### config.mk
export PLATFORM = sky130hd
export DESIGN_NAME = zircon_segled_scan_flat
export DESIGN_NICKNAME = d
export VERILOG_FILES = /design/src/rtl/zircon_segled_pkg.sv /design/src/rtl/zircon_segled_if.sv /design/src/rtl/zircon_segled_decode.sv /design/src/rtl/zircon_segled_scan.sv /design/src/flat_wrapper.sv
export SDC_FILE = /design/constraint.sdc
export NUM_CORES = 1
export LEC_CHECK = 0
export CAP_MARGIN = 20
export CORE_MARGIN = 2
export CORE_UTILIZATION = 45
export CTS_BUF_LIST = sky130_fd_sc_hd__clkbuf_4 sky130_fd_sc_hd__clkbuf_8
export DETAILED_ROUTE_END_ITERATION = 16
export DONT_BUFFER_PORTS = 1
export GPL_ROUTABILITY_DRIVEN = 0
export PLACE_DENSITY = 0.66
export SKIP_CTS_REPAIR_TIMING = 1
export SLEW_MARGIN = 15
export SYNTH_ARGS = -nofsm -noshare
export SYNTH_HDL_FRONTEND = slang
export SYNTH_SLANG_ARGS = --single-unit
### constraint.sdc
create_clock -name csi_clk -period 3.91 [get_ports csi_clk]
set_clock_uncertainty 0.2 [all_clocks]
set_input_delay 0.5865 -clock csi_clk [delete_from_list [all_inputs] [get_ports csi_clk]]
set_output_delay 0.5865 -clock csi_clk [all_outputs]
set_load 0.03 [all_outputs]
### src/rtl/zircon_segled_pkg.sv
// Shared constants, state encoding and the hex-to-segment table for the
// Zircon six-digit seven-segment scan controller.
package zircon_segled_pkg;

  localparam int NUM_DIGITS = 6;
  localparam logic [7:0] SEG_OFF = 8'hFF;
  localparam logic [5:0] SEL_OFF = 6'b111111;

  // Active-low segment patterns, bit7 (dp) held high so dp is off by default.
  localparam logic [7:0] HEX_SEG [16] = '{
    8'hC0, 8'hF9, 8'hA4, 8'hB0,
    8'h99, 8'h92, 8'h82, 8'hF8,
    8'h80, 8'h90, 8'h88, 8'h83,
    8'hC6, 8'hA1, 8'h86, 8'h8E
  };

  typedef enum logic {
    BLANK = 1'b0,
    SHOW  = 1'b1
  } state_e;

endpackage

### src/rtl/zircon_segled_if.sv
// Bundle between the segment-LED register block (master) and the scan
// controller (slave): digit values, dp and enable in; selects, segments and
// the frame marker out.
// Handshake: there is none; digit inputs are level signals that may change
// at any time and are sampled once per slot, and the outputs are registered
// levels plus a one-cycle frame_start pulse.
interface zircon_segled_if;
  logic [3:0] seg_data1;
  logic [3:0] seg_data2;
  logic [3:0] seg_data3;
  logic [3:0] seg_data4;
  logic [3:0] seg_data5;
  logic [3:0] seg_data6;
  logic [5:0] seg_dp;
  logic [5:0] seg_en;
  logic [5:0] seg_sel;
  logic [7:0] seg_led;
  logic       frame_start;

  modport master (
    output seg_data1, seg_data2, seg_data3, seg_data4, seg_data5, seg_data6,
    output seg_dp, seg_en,
    input  seg_sel, seg_led, frame_start
  );

  modport slave (
    input  seg_data1, seg_data2, seg_data3, seg_data4, seg_data5, seg_data6,
    input  seg_dp, seg_en,
    output seg_sel, seg_led, frame_start
  );
endinterface

### src/rtl/zircon_segled_decode.sv
// Combinational hex-to-seven-segment decoder, active-low, with dp on bit7.
module zircon_segled_decode
  import zircon_segled_pkg::*;
(
  input  logic [3:0] val,
  input  logic       dp,
  output logic [7:0] seg
);

  // Table gives g..a; a lit decimal point pulls bit7 low.
  always_comb begin
    seg = {~dp, HEX_SEG[val][6:0]};
  end

endmodule

### src/rtl/zircon_segled_scan.sv
// Six-digit scan controller: slot counter, digit index and BLANK/SHOW FSM.
// Each slot starts blanked, snapshots its digit on the last blank cycle and
// then shows that snapshot, so software writes mid-slot never tear.
module zircon_segled_scan
  import zircon_segled_pkg::*;
#(
  parameter int SCAN_DIV     = 50000,
  parameter int BLANK_CYCLES = 500
) (
  input  logic             csi_clk,
  input  logic             rsi_reset_n,
  zircon_segled_if.slave   bus,
  output state_e           dbg_state
);

  localparam int CW = (SCAN_DIV > 1) ? $clog2(SCAN_DIV) : 1;
  localparam logic [CW-1:0] CNT_LAST = CW'(SCAN_DIV - 1);
  localparam logic [CW-1:0] CNT_SNAP = CW'(BLANK_CYCLES - 1);
  localparam logic [2:0]    DIG_LAST = 3'(NUM_DIGITS - 1);
  localparam logic [5:0]    SEL_ONE  = 6'b000001;

  state_e        state_q, state_d;
  logic [CW-1:0] cnt_q, cnt_d;
  logic [2:0]    dig_q, dig_d;
  logic [3:0]    snap_val_q, snap_val_d;
  logic          snap_dp_q, snap_dp_d;
  logic          snap_en_q, snap_en_d;
  logic [5:0]    sel_q, sel_d;
  logic [7:0]    led_q, led_d;
  logic          fs_q, fs_d;

  logic [3:0]    cur_val;
  logic [7:0]    dec_seg;

  // Select the live input value of the digit owning the current slot.
  always_comb begin
    cur_val = bus.seg_data1;
    case (dig_q)
      3'd0:    cur_val = bus.seg_data1;
      3'd1:    cur_val = bus.seg_data2;
      3'd2:    cur_val = bus.seg_data3;
      3'd3:    cur_val = bus.seg_data4;
      3'd4:    cur_val = bus.seg_data5;
      3'd5:    cur_val = bus.seg_data6;
      default: cur_val = bus.seg_data1;
    endcase
  end

  zircon_segled_decode u_decode (
    .val (snap_val_q),
    .dp  (snap_dp_q),
    .seg (dec_seg)
  );

  // Next-state for counter, digit, FSM and snapshot, plus the output image.
  always_comb begin
    cnt_d      = cnt_q + CW'(1);
    dig_d      = dig_q;
    state_d    = state_q;
    snap_val_d = snap_val_q;
    snap_dp_d  = snap_dp_q;
    snap_en_d  = snap_en_q;
    sel_d      = SEL_OFF;
    led_d      = SEG_OFF;
    fs_d       = 1'b0;

    // Last blank cycle: freeze this digit's inputs for the rest of the slot.
    if (cnt_q == CNT_SNAP) begin
      state_d    = SHOW;
      snap_val_d = cur_val;
      snap_dp_d  = bus.seg_dp[dig_q];
      snap_en_d  = bus.seg_en[dig_q];
    end

    // End of slot: wrap counter, advance digit, re-enter blanking.
    if (cnt_q == CNT_LAST) begin
      cnt_d   = '0;
      dig_d   = (dig_q == DIG_LAST) ? 3'd0 : dig_q + 3'd1;
      state_d = BLANK;
    end

    // Outputs lag the counter state by one register stage.
    if (state_q == SHOW && snap_en_q) begin
      sel_d = ~(SEL_ONE << dig_q);
      led_d = dec_seg;
    end
    fs_d = (state_q == BLANK) && (cnt_q == '0) && (dig_q == 3'd0);
  end

  // State, snapshot and output registers; reset blanks the display at once.
  always_ff @(posedge csi_clk or negedge rsi_reset_n) begin
    if (!rsi_reset_n) begin
      state_q    <= BLANK;
      cnt_q      <= '0;
      dig_q      <= 3'd0;
      snap_val_q <= 4'd0;
      snap_dp_q  <= 1'b0;
      snap_en_q  <= 1'b0;
      sel_q      <= SEL_OFF;
      led_q      <= SEG_OFF;
      fs_q       <= 1'b0;
    end else begin
      state_q    <= state_d;
      cnt_q      <= cnt_d;
      dig_q      <= dig_d;
      snap_val_q <= snap_val_d;
      snap_dp_q  <= snap_dp_d;
      snap_en_q  <= snap_en_d;
      sel_q      <= sel_d;
      led_q      <= led_d;
      fs_q       <= fs_d;
    end
  end

  assign bus.seg_sel     = sel_q;
  assign bus.seg_led     = led_q;
  assign bus.frame_start = fs_q;
  assign dbg_state       = state_q;

endmodule

### src/flat_wrapper.sv
// flat-port wrapper written by rule: the top's interface ports become plain ports
module zircon_segled_scan_flat import zircon_segled_pkg::*;
#(
  parameter int SCAN_DIV     = 50000,
  parameter int BLANK_CYCLES = 500
)
  (csi_clk, rsi_reset_n, dbg_state, bus_seg_data1, bus_seg_data2, bus_seg_data3, bus_seg_data4, bus_seg_data5, bus_seg_data6, bus_seg_dp, bus_seg_en, bus_seg_sel, bus_seg_led, bus_frame_start);
  zircon_segled_if bus_i ();
  input  logic csi_clk;
  input  logic rsi_reset_n;
  output state_e dbg_state;
  input wire logic [$bits(bus_i.seg_data1)-1:0] bus_seg_data1;
  input wire logic [$bits(bus_i.seg_data2)-1:0] bus_seg_data2;
  input wire logic [$bits(bus_i.seg_data3)-1:0] bus_seg_data3;
  input wire logic [$bits(bus_i.seg_data4)-1:0] bus_seg_data4;
  input wire logic [$bits(bus_i.seg_data5)-1:0] bus_seg_data5;
  input wire logic [$bits(bus_i.seg_data6)-1:0] bus_seg_data6;
  input wire logic [$bits(bus_i.seg_dp)-1:0] bus_seg_dp;
  input wire logic [$bits(bus_i.seg_en)-1:0] bus_seg_en;
  output wire logic [$bits(bus_i.seg_sel)-1:0] bus_seg_sel;
  output wire logic [$bits(bus_i.seg_led)-1:0] bus_seg_led;
  output wire logic [$bits(bus_i.frame_start)-1:0] bus_frame_start;
  assign bus_i.seg_data1 = bus_seg_data1;
  assign bus_i.seg_data2 = bus_seg_data2;
  assign bus_i.seg_data3 = bus_seg_data3;
  assign bus_i.seg_data4 = bus_seg_data4;
  assign bus_i.seg_data5 = bus_seg_data5;
  assign bus_i.seg_data6 = bus_seg_data6;
  assign bus_i.seg_dp = bus_seg_dp;
  assign bus_i.seg_en = bus_seg_en;
  assign bus_seg_sel = bus_i.seg_sel;
  assign bus_seg_led = bus_i.seg_led;
  assign bus_frame_start = bus_i.frame_start;
  zircon_segled_scan #(.SCAN_DIV(SCAN_DIV), .BLANK_CYCLES(BLANK_CYCLES)) u_core (.csi_clk(csi_clk), .rsi_reset_n(rsi_reset_n), .bus(bus_i), .dbg_state(dbg_state));
endmodule
* Word-level counts from Yosys, hierarchy flattened
Memories as Yosys holds them, arrays and structs flattened.
Cells that the tools add are included.
** Operators by class
- Reductions and logical operators :: 6
- Magnitude comparators :: 2
- Add/subtract/negate cells :: 2
- Shift operators :: 1
- Muxes and demuxes :: 13
- Bitwise operators :: 4
- Equality and inequality tests :: 7
** Operators by type and width (number)
- 4-bit one-hot mux with 5 select lines :: 1
- 16-bit by 1-bit adder with 16-bit output, second input constant :: 1
- 16-bit equality test, second input constant :: 1
- 16-bit by 9-bit equality test with 1-bit output, second input constant :: 1
- 16-bit zero test :: 1
- 16-bit two-way mux :: 1
- 7-bit two-way mux :: 2
- 8-bit two-way mux :: 1
- 1-bit binary-select mux with 3-bit select :: 2
- 3-bit by 2-bit equality test with 1-bit output, second input constant :: 2
- 3-bit equality test, second input constant :: 2
- 6-bit two-way mux :: 1
- 6-bit NOT :: 1
- 1-bit by 3-bit left shift with 6-bit output, first input constant :: 1
- 5-bit >= comparator, second input constant :: 1
- 4-bit NOT with 5-bit output :: 1
- 3-bit by 4-bit < comparator with 1-bit output, second input constant :: 1
- 1-bit two-way mux :: 4
- 3-bit by 1-bit adder with 3-bit output, second input constant :: 1
- 3-bit by 1-bit equality test with 1-bit output, second input constant :: 1
- 1-bit logical AND :: 3
- 3-bit zero test :: 1
- 3-bit two-way mux :: 1
- 1-bit NOT :: 2
- 2-bit nonzero test :: 1
** Word-level totals
- Bits in registers :: 41
- Memories :: 1
- ROM bits :: 128
- Input bits :: 38
- Output and inout bits :: 16
** Memory list
- (name not given) :: words 16, bits a word 8, read ports 1, clocked after Yosys merged registers in 0, wr ports 0, line zircon_segled_decode.sv:12 : seg = {~dp, HEX_SEG[val][6:0]};

* Longest topological paths before layout
- Word-level depth :: 5
- Depth in mapped cells :: 9

* Modules after synthesis
Synthesis repeated with hierarchy kept, for this count alone.
** Unflattened totals
- Cells, all modules :: 251
- Area total of the unflattened synthesis :: 2481.1 um^2
** Modules (own cells, without submodules)
- zircon_segled_scan :: area an instance 2205.9 um^2, cells each 215, instances 1, seq. area each 1043.5 um^2
- zircon_segled_decode :: area an instance 275.3 um^2, cells each 36, instances 1, seq. area each 0.0 um^2

* Least setup slack after synthesis
OpenSTA, ideal clock, no wires.
- Path type :: reg-to-reg
- Start :: register u_core.dig_q[2]
- End :: register u_core.snap_val_q[1]
- Setup time :: 0.095 ns
- Data arrival time :: 2.023 ns
- Path slack :: 1.591 ns
- Buffers on the path :: 3
- Stages on the path, launching flop included :: 10
- Cells stage by stage :: dfrtp_1 > clkbuf_1 > clkbuf_1 > inv_1 > ha_1 > clkbuf_1 > nor2_1 > a211oi_1 > o311a_1 > o31ai_1
** Between the ends
- Longest elaborated chain between the ends :: 2
- Elaborated cells on any way between the ends :: 6
- Those cells by class :: eq/ne: 5; mux: 1
** Ends and longest elaborated chain
- start: declaration :: line zircon_segled_scan.sv:24 : logic [2:0] dig_q, dig_d;
- start signal: assignment :: line zircon_segled_scan.sv:105 : dig_q <= dig_d;
- 3-bit equality test (tied with other cells) :: line zircon_segled_scan.sv:38 : case (dig_q)
- 4-bit one-hot mux with 5 select lines * :: line zircon_segled_scan.sv:38
- end signal: assignment :: line zircon_segled_scan.sv:106 : snap_val_q <= snap_val_d;
- end: declaration :: line zircon_segled_scan.sv:25 : logic [3:0] snap_val_q, snap_val_d;
Mark *: on every way between the ends. The rest lies on a longest branch, timed or not.
A chain may end at the register's enable or synchronous reset.

* Final worst setup path
- Start :: register u_core.dig_q[0]
- End :: register u_core.snap_val_q[1]
Same word-level chain as after synthesis.

==> metrics.md <==
| Metric | Value |
|---|---|
| R2R cell count | `7` |
| Wirelength, routed | `4.86 mm` |
| Hold Path End | `u_core.bus.seg_led[7]$_DFF_PN1_` |
| Main synth FF type | `dfrtp_1` |
| Status | `finished clean` |
| Final #Nets | `276` |
| R2R Path End | `u_core.snap_val_q[1]$_DFFE_PN0N_` |
| Most frequent cells in the layout | `dfrtp_1 (27), nor2_1 (23), o21ai_0 (16)` |
| Mapped cell area | `2320 µm²` |
| Die footprint | `5750 µm²` |
| Maximum buffer depth of the clock tree | `2` |
| Setup CP Type | `flop to flop` |
| CTS clock-pin slew for the worst setup and hold paths | `0.08 ns` |
| Total Routing Usage GR | `17.7%` |
| Die width | `75.8 µm` |
| Ports | `54` |
| Total CTS buffers | `5` |
| First-iteration detailed-routing DRC count | `just under 90` |
| Total grt overflow | `0` |
| Die Y | `75.8 µm` |
| Initial antenna violation count | `0` |
| Synthesis-stage register bit count | `41` |
| Vias per inst | `~5.7` |
| Startpoint class of the critical path | `flop` |
| Max VDD drop | `0.217 mV` |
| Share of layout cells above drive strength 1 | `about 15%` |
| CP Capture Type | `flop` |
| Net Count, Synth | `282` |
| Worst Min Path Start | `u_core.snap_dp_q$_DFFE_PN0N_` |
| Area delta synth->final | `7.92%` |
| Number of synthesized flops with an enable pin | `0` |
| Fmax achieved | `381 MHz` |
| Crit share post-route | `67.1%` |
| RSZ-0062 raised after global routing | `no` |
| Worst Tran Pin Value | `0.767 ns` |
| Asr flop ratio synth | `100%` |
| CTS tree | `yes` |
| Vias in the first global route | `~1.7k` |
| Min Tclk post-route | `between 2 and 3 ns` |
| PortBufs | `0` |
| First-pass GRT wire length | `7.73 mm` |
| Hold Path Class | `flop to flop` |
| Area of the core | `5040 µm²` |
| Routed Antenna Nets | `0` |
| DRC errors left | `0` |
| CTS H-tree lvls | `2` |
| Synth cell types | `between 40 and 50` |
| Commonest non-fill, non-tap cell in the layout | `dfrtp_1` |
| Placed Cells | `290` |
| Synthesis Warnings | `0` |
| Gate Count Post-Synth | `235` |
| Via count | `1,716` |
| Sequential fraction of the synthesis area | `around 45%` |
| Hold Vio Cnt, Final | `0` |
| RR Startpoint | `u_core.dig_q[0]$_DFFE_PN0N_` |
| Leakage power | `1.06 nW` |
| Worst skew pair latency | `roughly 0.30 ns` |
| Final Max Slew Viols | `0` |
| WP data required | `3.89 ns` |
| Routed len/inst | `16.2 µm` |
| Max_cap viols | `0` |
| Total clock sinks | `41` |
| CP Max Fanout | `21` |
| Avg Cell Area, Syn | `9.88 µm²` |
| Starting Density | `around 46%` |
| Setup tns final | `0 ns` |
| R2R Setup Slk | `1.28 ns` |
| Arrival time worst endpoint | `between 2 and 3 ns` |
| Largest net degree at the start of global routing | `42` |
| Buffer type at the clock tree root | `clkbuf_8` |
| Drt first pass iters | `4` |
| Power density over cell area | `322 nW/µm²` |
| Antenna cells | `0` |
| Slew headroom | `about half` |
| Rows | `26` |
| Hold depth | `1` |
| Finished Layout Cells | `300` |
| Final Setup Violations | `0` |
| DP Wirelength | `between 3 and 4 mm` |
[routing by layer]
layer  vias up  track usage [%]  wire length [µm]  share of wire (%)
met2        47             27.1              2430                 50
met3         9             4.23               216                4.4
met4         0             7.21                66                1.4
met5         -                0                 0                  0
met1       830             24.0              2150                 44
li1        830                -                 -                  -
[stage by stage]
stage | setup slack, ns | hold slack (ns) | area [µm²] | total power [mW] | util (%)
4_1_cts | 1.29 | -0.238 | 2470 | 0.804 | 49.0
3_3_place_gp | 1.43 | 0.0924 | 2350 | 0.443 | 46.6
6_report | 1.28 | 0.222 | 2510 | 0.806 | 49.7
2_1_floorplan | 1.59 | 0.0909 | 2320 | 0.441 | -
3_5_place_dp | 1.29 | 0.0920 | 2350 | 0.443 | 46.6
5_1_grt | 1.02 | 0.266 | 2510 | 0.840 | 49.7
[power breakdown]
group / switching (mW) / internal [mW]
Sequential: 0.000751 / 0.426
Combinational: 0.0111 / 0.00934
Clock: 0.152 / 0.208
[how the worst max path moves through the flow]
stage,from,end,slack (ns),cells past startpoint
final,u_core.dig_q[0]$_DFFE_PN0N_,u_core.snap_val_q[1]$_DFFE_PN0N_,1.28,7
after global routing,u_core.dig_q[0]$_DFFE_PN0N_,u_core.snap_val_q[1]$_DFFE_PN0N_,1.02,7
after CTS,u_core.dig_q[0]$_DFFE_PN0N_,u_core.snap_val_q[1]$_DFFE_PN0N_,1.29,7
after detailed placement,u_core.dig_q[0]$_DFFE_PN0N_,u_core.snap_val_q[1]$_DFFE_PN0N_,1.29,7
after global placement,u_core.dig_q[0]$_DFFE_PN0N_,u_core.snap_val_q[1]$_DFFE_PN0N_,1.43,7
after floorplan,u_core.dig_q[2]$_DFFE_PN0N_,u_core.snap_val_q[1]$_DFFE_PN0N_,1.59,9
[cell families after synthesis]
kind of cell	share of synthesized area, %
xor gates and xnor gates	4.90
muxes	6.79
AOI/OAI and AO/OA	13.4
DFF	44.9
buffers and inverters	4.42
adders and majority gates	4.85
and+or+nand+nor	20.7
[flip-flops by register name (all words and copies together), names as in the netlist]
name,flops
u_core.bus.frame_start,1
u_core.bus.seg_led,8
u_core.bus.seg_sel,6
u_core.cnt_q,16
u_core.dbg_state,1
u_core.dig_q,3
u_core.snap_dp_q,1
u_core.snap_en_q,1
u_core.snap_val_q,4
[synthesized netlist by cell type, drive strengths merged (2+ instances only)]
library cell / n / share of area, %
nand4: 3 / 0.81
nand2b: 2 / 0.54
dfrtp: 27 / 29
mux2: 4 / 2.3
nor2b: 7 / 1.9
or3: 3 / 1.0
inv: 9 / 1.5
nor3: 3 / 0.65
and2: 2 / 0.54
a21oi: 4 / 0.86
o31ai: 6 / 1.9
o211ai: 2 / 0.65
nor4: 2 / 0.54
nor2: 23 / 3.7
o311a: 4 / 1.7
xnor2: 6 / 2.3
dfstp: 14 / 16
nor3b: 3 / 0.97
clkbuf: 13 / 2.1
ha: 9 / 4.8
mux2i: 6 / 2.6
and3: 3 / 0.81
and4: 3 / 1.1
nand3: 13 / 2.8
nand2: 14 / 2.3
buf: 3 / 0.86
mux4: 2 / 1.9
xor2: 7 / 2.6
o21ai: 16 / 3.4
or4: 3 / 1.1
a211oi: 7 / 2.3
[worst max-delay path, cell delays in order (launching register included)]
cell and delay, ns:
dfrtp_1 0.80, inv_1 0.32, nor2_1 0.16, ha_1 0.36
o21ba_2 0.22, o21ai_0 0.17, o311a_1 0.21, o31ai_1 0.07
[cell type report]
class / count / area, µm²
Fill cell: 487 / 2540
Multi-Input combinational cell: 169 / 1180
Sequential cell: 41 / 1040
Clock buffer: 6 / 82.6
Inverter: 9 / 33.8
Tap cell: 70 / 87.6
Timing Repair Buffer: 3 / 45.0
Clock inverter: 2 / 37.5
Note: power is estimated with default switching activity, not from simulation.
